`src/rtl/apb_regw_ctrl.sv`:
```
// apb_regw_ctrl: APB slave front-end that decodes transfers into one-hot register bank strobes
module apb_regw_ctrl #(
    parameter int DWIDTH      = 8,
    parameter int REGWN       = 5,
    parameter int AWIDTH      = 4,
    parameter int WAIT_STATES = 1
) (
    input  logic                    PCLK,
    input  logic                    PRESET,
    input  logic                    PSEL,
    input  logic                    PENABLE,
    input  logic                    PWRITE,
    input  logic [AWIDTH-1:0]       PADDR,
    input  logic [DWIDTH-1:0]       PWDATA,
    input  logic [REGWN*DWIDTH-1:0] regs_rdata,
    output logic [DWIDTH-1:0]       PRDATA,
    output logic                    PREADY,
    output logic                    PSLVERR,
    output logic [REGWN-1:0]        pselw_r,
    output logic [REGWN-1:0]        pselw_w,
    output logic [DWIDTH-1:0]       wdata_out
);
    typedef enum logic [1:0] {IDLE, WAIT, ACCESS} state_t;
    state_t state;
    logic [AWIDTH-1:0] addr_q, addr_n;
    logic [DWIDTH-1:0] data_q, data_n, rdata_n;
    logic [REGWN-1:0]  sel_n;
    logic [3:0]        cnt;
    logic              write_q, write_n, setup, hold, go_access, valid;
    // Next-transfer view: a setup edge takes the live bus, otherwise the latched copy is used
    always_comb begin
        setup     = PSEL && !PENABLE && state != WAIT;
        hold      = state == WAIT && PSEL && PENABLE;
        addr_n    = setup ? PADDR : addr_q;
        write_n   = setup ? PWRITE : write_q;
        data_n    = setup ? PWDATA : data_q;
        go_access = setup ? WAIT_STATES == 0 : hold && cnt == 4'd0;
        valid     = int'(addr_n) < REGWN;
        sel_n     = '0;
        rdata_n   = '0;
        for (int i = 0; i < REGWN; i++) begin
            if (int'(addr_n) == i) begin
                sel_n[i] = 1'b1;
                rdata_n  = regs_rdata[i*DWIDTH +: DWIDTH];
            end
        end
    end
    // FSM with outputs registered on entry to ACCESS so they are high for exactly that cycle
    always_ff @(posedge PCLK) begin
        if (PRESET) begin
            state     <= IDLE;
            cnt       <= '0;
            addr_q    <= '0;
            write_q   <= 1'b0;
            data_q    <= '0;
            PREADY    <= 1'b0;
            PSLVERR   <= 1'b0;
            PRDATA    <= '0;
            pselw_r   <= '0;
            pselw_w   <= '0;
            wdata_out <= '0;
        end else begin
            addr_q    <= addr_n;
            write_q   <= write_n;
            data_q    <= data_n;
            PREADY    <= go_access;
            PSLVERR   <= go_access && !valid;
            PRDATA    <= go_access && !write_n ? rdata_n : '0;
            pselw_r   <= go_access && !write_n ? sel_n : '0;
            pselw_w   <= go_access && write_n ? sel_n : '0;
            wdata_out <= go_access && write_n && valid ? data_n : '0;
            if (go_access) begin
                state <= ACCESS;
                cnt   <= '0;
            end else if (setup) begin
                state <= WAIT;
                cnt   <= 4'(WAIT_STATES - 1);
            end else if (hold) begin
                cnt   <= cnt - 4'd1;
            end else begin
                state <= IDLE;
                cnt   <= '0;
            end
        end
    end
endmodule

```
`config.mk`:
```
export PLATFORM = sky130hd
export DESIGN_NAME = apb_regw_ctrl
export DESIGN_NICKNAME = d
export VERILOG_FILES = /design/src/rtl/apb_regw_ctrl.sv
export SDC_FILE = /design/constraint.sdc
export NUM_CORES = 1
export LEC_CHECK = 0
export CAP_MARGIN = 10
export CORE_MARGIN = 1
export CORE_UTILIZATION = 40
export CTS_BUF_LIST = sky130_fd_sc_hd__clkbuf_4
export DETAILED_ROUTE_END_ITERATION = 8
export HOLD_SLACK_MARGIN = 0.03
export PLACE_DENSITY = 0.78
export SKIP_CTS_REPAIR_TIMING = 1
export SLEW_MARGIN = 30
export SYNTH_ARGS = -nofsm -noshare
export SYNTH_HDL_FRONTEND = slang
export SYNTH_SLANG_ARGS = --single-unit
```
`constraint.sdc`:
```
create_clock -name PCLK -period 2.2 [get_ports PCLK]
set_clock_uncertainty 0.05 [all_clocks]
set_input_delay 0.44 -clock PCLK [delete_from_list [all_inputs] [get_ports PCLK]]
set_output_delay 0.44 -clock PCLK [all_outputs]
set_load 0.005 [all_outputs]
```
==> qor.txt <==
GLOBAL ROUTING
----------------------------------------------------------------------------------
Number of global-route vias before repair ...........................        2,121
Met2 track demand over resource in global routing ...................       38.53%
Met3 usage in global routing ........................................       6.173%
Top Usage Layer GRT .................................................         met2
GRT Residual Overflow ...............................................            0
Pin count of the biggest net entering global routing ................           17
Combined global-route utilization of all metal layers ...............       22.52%
Global-route met1 utilization .......................................       25.91%
Global-route wire length before repair ..............................     9.321 mm
Initial antenna violation count .....................................            0

SETUP PATH
----------------------------------------------------------------------------------
Destination of the critical timing path ............................. PRDATA[4]$_SDFF_PP0_
Family with the most delay on the worst path ........................ simple AND/OR/NAND/NOR gates
Buf+Inv Stages, Crit Path ...........................................            1
Logic depth of the worst path, buffers included .....................            6
Slowest cell on the critical path ................................... sky130_fd_sc_hd__or4_4
CP startpoint ....................................................... cnt[0]$_SDFF_PP0_
Max FO, Critical Path ...............................................            5
Worst reg-to-reg setup slack ........................................      0.03 ns
List of cells traversed by the critical path ........................ inv_2 > ha_4 > or3b_4 > or4_4 > a21o_1 > o311ai_1
Path type of the worst setup path ...................................   reg -> reg
Kind of launch point of the worst setup path ........................     register
Worst R2R Path Depth ................................................            6
CP Capture Type .....................................................     register
R2R Path Start ...................................................... cnt[0]$_SDFF_PP0_
Required time of the critical path ..................................      2.42 ns
Reg-to-reg critical path endpoint ................................... PRDATA[4]$_SDFF_PP0_
CP Data Arrival Time ................................................      2.39 ns
Crit path largest cell delay ........................................      0.63 ns

TIMING
----------------------------------------------------------------------------------
Slew HR .............................................................       57.15%
Fin crit share ......................................................       98.63%
Number of setup violations in the final report ......................            0
Maximum clock rate ..................................................    460.9 MHz
Unrepaired setup endpoints after global routing .....................           no
Number of max-slew violations in the final report ...................            0
Clock period minus final worst setup slack ..........................     2.170 ns
Final number of hold-violating endpoints ............................            0
Measured slew at the worst slew-check pin ...........................    0.6360 ns

POWER AND IR DROP
----------------------------------------------------------------------------------
Static leakage power ................................................     1.280 nW
IR drop worst, VDD ..................................................    0.3691 mV
Final Power .........................................................     1.571 mW
Pwr dens ............................................................ 477.6 nW/um2

LOGIC SYNTHESIS
----------------------------------------------------------------------------------
Post-synthesis cell type with the largest combined area ............. sky130_fd_sc_hd__dfxtp_1
Number of distinct library cells after synthesis ....................           38
Top-area cell type share of the netlist area ........................       45.63%
Nets in the synthesized netlist .....................................          289
Synthesis warning total .............................................            0
Average instance area after synthesis ...............................    8.965 um2
Post-synthesis register bit count ...................................           47
Top cells by area in the synthesized netlist ........................ sky130_fd_sc_hd__dfxtp_1 46%, sky130_fd_sc_hd__or3_1 5.8%, sky130_fd_sc_hd__a32oi_1 5.5%, sky130_fd_sc_hd__mux2i_1 4.4%, sky130_fd_sc_hd__nor2_1 4.4%
Number of instances in the synthesized netlist ......................          230
Area of the mapped netlist ..........................................     2062 um2
Fraction of the yosys area taken by sequential cells ................       45.63%

FLOORPLAN
----------------------------------------------------------------------------------
Area of the placeable core ..........................................     4848 um2
Number of top-level design ports ....................................           85
DIE AREA ............................................................     5446 um2
Chip height .........................................................     73.80 um
Effective utilization at floorplan ..................................       42.53%
Std-Cell Rows .......................................................           25
Chip width ..........................................................     73.80 um

FINAL LAYOUT
----------------------------------------------------------------------------------
Filler-free cell count of the finished design .......................          412
Final antenna diode count ...........................................            0
Commonest non-fill, non-tap cell in the layout ...................... sky130_fd_sc_hd__clkdlybuf4s50_1
Net count, final ....................................................          403
Layout cell share with drive strength beyond 1 ......................       16.23%
Top library cells by usage in the layout, fill and taps aside ....... 84 x sky130_fd_sc_hd__clkdlybuf4s50_1, 45 x sky130_fd_sc_hd__dfxtp_1, 35 x sky130_fd_sc_hd__buf_4
Signed area change from the synthesized netlist to the final layout .       59.47%

ROUTING
----------------------------------------------------------------------------------
Number of vias after detailed routing ...............................        2,213
Drt wl/cell .........................................................     15.13 um
Drt via density .....................................................        5.371
Detailed Routing Iterations Pass 1 ..................................            4
Post-detailed-routing wire length ...................................     6.234 mm
Number of DRC markers after the initial detailed-route iteration ....           87
Residual DRC count ..................................................            0
Post-route antenna net violation count ..............................            0

MIN PATH
----------------------------------------------------------------------------------
Hold Crit Class .....................................................   reg -> reg

CLOCK NETWORK
----------------------------------------------------------------------------------
Maximum level of the CTS H-tree .....................................            2
Sink count of the clock tree ........................................           47
Clock network latency to the later pin of the worst-skew pair .......      0.36 ns
Register clock-pin slew on the reported worst setup and hold paths ..      0.14 ns
Number of buffers added by the clock tree synthesis step ............            5
Worst-case clock buffer depth .......................................            2
Clock root buffer ................................................... sky130_fd_sc_hd__clkbuf_4
CTS tree ............................................................         done

PLACED DESIGN
----------------------------------------------------------------------------------
I/O Buffers .........................................................           84
Number of placed instances, taps included ...........................          401
Final weighted congestion of routability-driven global placement ....       0.9281
Post-DP HPWL ........................................................     4.574 mm

RUN STATUS
----------------------------------------------------------------------------------
Result of the run ...................................................    completed

FLOW RUN
----------------------------------------------------------------------------------
Number of maximum-capacitance constraint violations .................            0

==> power by group <==
part / internal [mW] / total, mW / switching [mW] / leakage [nW]
logic: 0.167 / 0.289 / 0.122 / 0.870
clock network: 0.123 / 0.408 / 0.285 / 0.0288
registers: 0.865 / 0.874 / 0.00924 / 0.381
==> flip-flops by register name, indices dropped and copies added, names as in the netlist <==
signal / count
PREADY: 1
PRDATA: 8
write_q: 1
pselw_r: 5
data_q: 8
cnt: 4
PSLVERR: 1
addr_q: 4
pselw_w: 5
wdata_out: 8
state: 2
==> logic make-up after synthesis <==
group	Yosys count	share of synthesized area, %
adders and majority gates	2	1.213
buffers and inverters	19	3.762
and+or+nand+nor	101	27.00
muxes	10	4.915
AOI/OAI and AO/OA	49	16.63
DFF	47	45.63
xor gates and xnor gates	2	0.8497
==> metrics by stage <==
| step | cell area [um2] | setup slack, ns | setup TNS, ns | util [%] | hold slack (ns) |
|---|---|---|---|---|---|
| 2_1_floorplan | 2062 | 0.1433 | 0 | - | 0.3628 |
| 3_3_place_gp | 3179 | -0.1893 | -2.262 | 65.57 | 0.4215 |
| 3_5_place_dp | 3179 | -0.2435 | -3.441 | 65.57 | 0.4344 |
| 4_1_cts | 3237 | -0.08772 | -0.2975 | 66.76 | 0.4674 |
| 5_1_grt | 3288 | 0.003246 | 0 | 67.82 | 0.4786 |
| 6_report | 3288 | 0.03016 | 0 | 67.82 | 0.4643 |
==> final cells by class <==
class,count,area [um2]
Sequential cell,47,943.4
Tap cell,67,83.83
Inverter,6,22.52
Clock inverter,3,20.02
Timing Repair Buffer,119,1104
Clock buffer,5,37.54
Fill cell,410,1560
Multi-Input combinational cell,165,1077
==> worst reg2reg max path: cells and delay by family, from the launching register on <==
| family | cells | cell delay (ns) |
|---|---|---|
| flops | 1 | 0.35 |
| fa+ha+maj | 1 | 0.12 |
| buf+inv | 1 | 0.07 |
| simple gates | 2 | 1.03 |
| compound gates | 2 | 0.46 |
==> worst min-delay path by stage <==
stage,startpoint,endpoint,slack [ns],cells past startpoint
after floorplan,cnt[0]$_SDFF_PP0_,cnt[0]$_SDFF_PP0_,0.36,1
final,cnt[0]$_SDFF_PP0_,cnt[0]$_SDFF_PP0_,0.46,2
after global routing,cnt[0]$_SDFF_PP0_,cnt[0]$_SDFF_PP0_,0.48,2
after global placement,data_q[2]$_SDFF_PP0_,data_q[2]$_SDFF_PP0_,0.42,2
after CTS,data_q[2]$_SDFF_PP0_,data_q[2]$_SDFF_PP0_,0.47,2
after detailed placement,data_q[2]$_SDFF_PP0_,data_q[2]$_SDFF_PP0_,0.43,2
==> cell usage after synthesis <==
cell and instances:
sky130_fd_sc_hd__a21o_1 2, sky130_fd_sc_hd__a21oi_1 8, sky130_fd_sc_hd__a21oi_2 1, sky130_fd_sc_hd__a21oi_4 1
sky130_fd_sc_hd__a31oi_1 1, sky130_fd_sc_hd__a32oi_1 13, sky130_fd_sc_hd__and2_1 3, sky130_fd_sc_hd__and3_1 5
sky130_fd_sc_hd__buf_1 1, sky130_fd_sc_hd__buf_2 5, sky130_fd_sc_hd__clkbuf_1 7, sky130_fd_sc_hd__dfxtp_1 47
sky130_fd_sc_hd__ha_1 2, sky130_fd_sc_hd__inv_1 6, sky130_fd_sc_hd__mux2_2 1, sky130_fd_sc_hd__mux2i_1 9
sky130_fd_sc_hd__nand2_1 8, sky130_fd_sc_hd__nand2b_1 5, sky130_fd_sc_hd__nand3_1 7, sky130_fd_sc_hd__nand4_1 2
sky130_fd_sc_hd__nand4b_1 1, sky130_fd_sc_hd__nand4bb_1 1, sky130_fd_sc_hd__nor2_1 24, sky130_fd_sc_hd__nor2b_1 3
sky130_fd_sc_hd__nor3_1 10, sky130_fd_sc_hd__nor3_2 1, sky130_fd_sc_hd__nor4_1 6, sky130_fd_sc_hd__nor4b_1 3
sky130_fd_sc_hd__o211a_1 2, sky130_fd_sc_hd__o211ai_1 1, sky130_fd_sc_hd__o21ai_0 8, sky130_fd_sc_hd__o21ai_1 8
sky130_fd_sc_hd__o21ai_2 1, sky130_fd_sc_hd__o311ai_1 3, sky130_fd_sc_hd__or3_1 19, sky130_fd_sc_hd__or3b_4 1
sky130_fd_sc_hd__or4_1 2, sky130_fd_sc_hd__xnor2_1 2
==> per-layer routing <==
layer	share of wire, %	vias to the layer above
met5	0	-
met4	2.5	0
met3	8.8	17
met2	47	107
met1	42	1014
li1	-	1075
(Power assumes the default switching activity.)
==> variant 1, RTL diff (config.mk and constraints unchanged) <==
The 3 states of `state_t` get a one-hot encoding in 3 bits.
--- a/src/rtl/apb_regw_ctrl.sv
+++ b/src/rtl/apb_regw_ctrl.sv
@@ -20,7 +20,7 @@
     output logic [REGWN-1:0]        pselw_w,
     output logic [DWIDTH-1:0]       wdata_out
 );
-    typedef enum logic [1:0] {IDLE, WAIT, ACCESS} state_t;
+    typedef enum logic [2:0] {IDLE = 3'b001, WAIT = 3'b010, ACCESS = 3'b100} state_t;
     state_t state;
     logic [AWIDTH-1:0] addr_q, addr_n;
     logic [DWIDTH-1:0] data_q, data_n, rdata_n;
Formal check against the unedited RTL: same outputs for any inputs over 10 cycles, from zero or initial values and one cycle with PRESET high; not proved beyond that.
==> variant 1 against the unedited design <==
Final cell count fell by 3.6%. Area after synthesis is 1.9% lower. Worst setup slack better by 81 ps. Synthesized cell count decreased by 8.3%. First-iteration DRC count decreased by 20%. Power up 1.3%. Wire length decreased by 9.3%. Final area is 2.0% lower. Critical path depth fell by 1. Non-clock buffer count shrank 2. Sequential cell count increased by 1. Maximum frequency increased by 3.9%. Hold slack got worse by 68 ps. Critical path type unchanged.
==> variant 1: results (changes against the unedited design) <==
- Top cells by area, synth: dfxtp_1, nor2_1, mux2i_1 (was dfxtp_1, or3_1, a32oi_1)
- Register fraction of the total cell area: 29.8% (was 28.7%)
- Net Sw Power: 0.408 mW (was 0.416 mW)
- Global-route wire length before repair: 9180 um (was 9320 um)
- Via count: 2,068 (was 2,213)
- Leakage: 1.29 nW (was 1.28 nW)
- Sequential share of the synthesized area: 47.5% (was 45.6%)
- Fillers: 393 (was 410)
- R2R cell count: 5 (was 6)
- Critical path data arrival time: 2310 ps (was 2390 ps)
- FF-to-FF Start: state[0] (was cnt[0])
- M1 WL: 2470 um (was 2600 um)
- Peak supply drop: 0.423 mV (was 0.369 mV)
- GR Util met2: 37.2% (was 38.5%)
- Fraction of area in multi-input gates: 31.6% (was 32.8%)
- WL/cell: 14.2 um (was 15.1 um)
- Fraction of power consumed by sequential logic: 56.1% (was 55.7%)
- Worst slack, placed: -363 ps (was -244 ps)
- Met3 usage: 6.91% (was 6.17%)
- Clock network power share: 26.7% (was 26.0%)
- Reg-to-reg setup timing slack: 110 ps (was 30 ps)
- Clock sink count: 48 (was 47)
- GR Util met1: 27.2% (was 25.9%)
- Placed wire-length estimate: 4270 um (was 4570 um)
- Routability cong.: 0.865 (was 0.928)
- Hold path depth: 1 (was 2)
- Met3 Wirelength: 429 um (was 547 um)
- Max_slew headroom: 71.7% (was 57.2%)
- Worst path max stage delay: 400 ps (was 630 ps)
- Critical path fanouts, max: 10 (was 5)
- Buffer share of cell area: 33.8% (was 33.6%)
- Final min period: 2090 ps (was 2170 ps)
- Run status: finished, final reports clean (unchanged)
- Met2 WL post-DR: 2680 um (was 2930 um)
- Yosys cell types: 49 (was 38)
- 1st-iter DRT viols: 70 (was 87)
- Vias in the first global route: 2,053 (was 2,121)
- Buffers excl. clock: 117 (was 119)
[variant 1: changes by cell type in the layout (fill, tap and decap cells not counted), moves of 5 or more]
cell / delta
or3_1: -19
a32oi_1: -12
nor2_1: +8
a221o_1: +6
nor4_1: -6
mux2_2: +5
[variant 1: kinds of logic after synthesis]
logic type / Yosys count / synth area share (%)
compound gates: 48 / 16.5
fa+ha+maj: 2 / 1.24
xor+xnor: 2 / 0.866
simple gates: 85 / 22.8
flops: 48 / 47.5
buf+inv: 9 / 2.29
mux: 17 / 8.78
[variant 1: how the worst max path moves through the flow]
stage,cells past startpoint,start,end
2_1_floorplan,7,PSEL,PRDATA[0]
3_3_place_gp,7,PSEL,PRDATA[0]
3_5_place_dp,7,PSEL,PRDATA[2]
4_1_cts,7,PSEL,PRDATA[5]
5_1_grt,5,state[0],PRDATA[5]
6_report,5,state[0],PRDATA[5]
[variant 1: per-stage QoR]
step	hold slack (ps)	instances
floorplan	363	211
global placement	380	388
detailed placement	383	388
CTS	402	396
global route	421	397
finish	396	397
==> variant 2, RTL diff (same settings) <==
Without the edit above. Set the parameter `AWIDTH` to 6 (it was 4).
--- a/src/rtl/apb_regw_ctrl.sv
+++ b/src/rtl/apb_regw_ctrl.sv
@@ -2,7 +2,7 @@
 module apb_regw_ctrl #(
     parameter int DWIDTH      = 8,
     parameter int REGWN       = 5,
-    parameter int AWIDTH      = 4,
+    parameter int AWIDTH      = 6,
     parameter int WAIT_STATES = 1
 ) (
     input  logic                    PCLK,
Ports: changed (resized PADDR); port bits go from 85 to 87. No check against the original RTL was run, so the function may have changed too.
==> variant 2 against the unedited design <==
Final cell count up 6.3%. Worst setup slack better by 50 ps. Synthesized cell count up 16%. Final area up 5.8%. Sequential cell count up 2. Via count up 3.3%. Wire length up 2.1%. Critical path depth unchanged. Power up 20%. Area after synthesis up 13%. Global-route usage down 1.4 points. Largest power group unchanged.
==> variant 2: results (changes against the unedited design) <==
- Internal: 1.44 mW (was 1.15 mW)
- Placed wire-length estimate: 4810 um (was 4570 um)
- Sequential share of the synthesized area: 41.9% (was 45.6%)
- Most used flip-flop cell after synthesis: dfxtp_1 (unchanged)
- Hold Path Class: flop to flop (unchanged)
- Top cells by count, synth: dfxtp_1, nor2_1, and3_2 (was dfxtp_1, nor2_1, or3_1)
- H-tree Lvls: 2 (unchanged)
- Buffers on Ports: 86 (was 84)
- Ys async rst share: 0% (unchanged)
- WL/cell: 14.5 um (was 15.1 um)
- DRC: 0 (unchanged)
- Peak supply drop: 0.483 mV (was 0.369 mV)
- 1st-pass router iterations: 4 (unchanged)
- Total CTS buffers: 5 (unchanged)
- Global-route wire length before repair: 10,200 um (was 9320 um)
- R2R Path End: wdata_out[7] (was PRDATA[4])
- R2R cell count: 7 (was 6)
- Final nets: 426 (was 403)
- Worst slack, placed: -308 ps (was -244 ps)
- Max_slew headroom: 65.8% (was 57.2%)
- Worst Setup SP: PADDR[4] (was cnt[0])
- Top flop regs: PRDATA (8), data_q (8), wdata_out (8) (unchanged)
- Ys Warns: 0 (unchanged)
- Worst-case clock buffer depth: 2 (unchanged)
- Worst-Skew Late Latency: 370 ps
- Critical path data arrival time: 2380 ps
- Leakage: 1.39 nW (was 1.28 nW)
- Run status: finished, final reports clean (unchanged)
- Share of post-route cells with drive strength above 1: 18.9% (was 16.2%)
- Top cells by area, synth: dfxtp_1, and3_2, nor2_1 (was dfxtp_1, or3_1, a32oi_1)
- # setup viols final: 0 (unchanged)
- FF-to-FF Start: cnt[0] (unchanged)
- 1st-iter DRT viols: 92 (was 87)
- # diodes: 0 (unchanged)
- Largest net degree at the start of global routing: 19 (was 17)
- Post-Syn Nets: 327 (was 289)
- Via count: 2,286 (was 2,213)
- Routability cong.: 0.895 (was 0.928)
- Min Hold Slack: 407 ps (was 464 ps)
- Clock root buffer: clkbuf_4 (unchanged)
- DP Area: 3360 um^2 (was 3180 um^2)
- Achievable Freq: 0.472 GHz (was 0.461 GHz)
- Initial antenna violation count: 0 (unchanged)
- Vias in the first global route: 2,185 (was 2,121)
- Worst setup path endpoint: PRDATA[4] (unchanged)
- Yosys cell types: 47 (was 38)
- Total track usage: 21.2% (was 22.5%)
- Critical path fanouts, max: 8 (was 5)
- Reg clk slew, reported paths: 150 ps
- Reg-to-reg setup timing slack: 190 ps (was 30 ps)
## variant 2: cell types whose count changed after synthesis, sizes merged, moves of 6 or more
cell,before,now
and3,5,29
or3,19,4
a32oi,13,0
nand2,8,20
o21ai,17,29
a21boi,0,8
o31ai,0,8
a31oi,1,8
nor3,11,4
nand4,2,8
## variant 2: worst min-delay path by stage
stage          endpoint  cells after the start  startpoint
6_report         cnt[0]                      1      cnt[0]
3_5_place_dp     cnt[0]                      1      cnt[0]
5_1_grt          cnt[0]                      1      cnt[0]
4_1_cts          cnt[0]                      1      cnt[0]
3_3_place_gp     cnt[0]                      1      cnt[0]
2_1_floorplan    cnt[0]                      1      cnt[0]
## variant 2: area by class of cell
cell class              instances  area [um^2]
inverters                       5         23.8
clock buffers                   5         37.5
fillers                       509         2090
repair buffers                108         1040
flip-flops and latches         49          981
well taps                      72         90.1
clock inverters                 3         65.1
multi-input cells             196         1240
## variant 2: metal layers
layer	routed length [um]	vias up	GRT usage, %	share of wire (%)
met5	0	-	0	0
met2	3000	67	35.5	47
met1	2880	1057	26.8	45
met3	379	10	4.19	6.0
li1	-	1152	-	-
met4	106	0	7.59	1.7
## variant 2: critical path, stage by stage
cell and delay, ps:
clkdlybuf4s50_1 420, or3_4 390, or4_1 430, o22ai_2 360
o31ai_1 160, a31oi_1 190
## variant 2: logic make-up after synthesis
family,synth area share (%)
adder cells (fa/ha/maj),1.07
AND/OR/NAND/NOR,28.3
multiplexers,3.90
flip-flops,41.9
XOR/XNOR,0.749
AO/OA/AOI/OAI,18.3
buffers and inverters,5.67
## variant 2: metrics by stage
stage / TNS [ps] / instances
4_1_cts: 0 / 438
3_5_place_dp: -4200 / 430
2_1_floorplan: 0 / 266
3_3_place_gp: -3190 / 430
6_report: 0 / 438
5_1_grt: 0 / 438
## variant 2: power by group through the flow
stage / sequential [mW] / clock (mW) / combinational, mW
2_1_floorplan: 0.929 / 0 / 0.156
3_3_place_gp: 0.930 / 0 / 0.313
3_5_place_dp: 0.931 / 0 / 0.319
6_report: 0.912 / 0.645 / 0.325
5_1_grt: 0.913 / 0.688 / 0.353
4_1_cts: 0.912 / 0.650 / 0.321
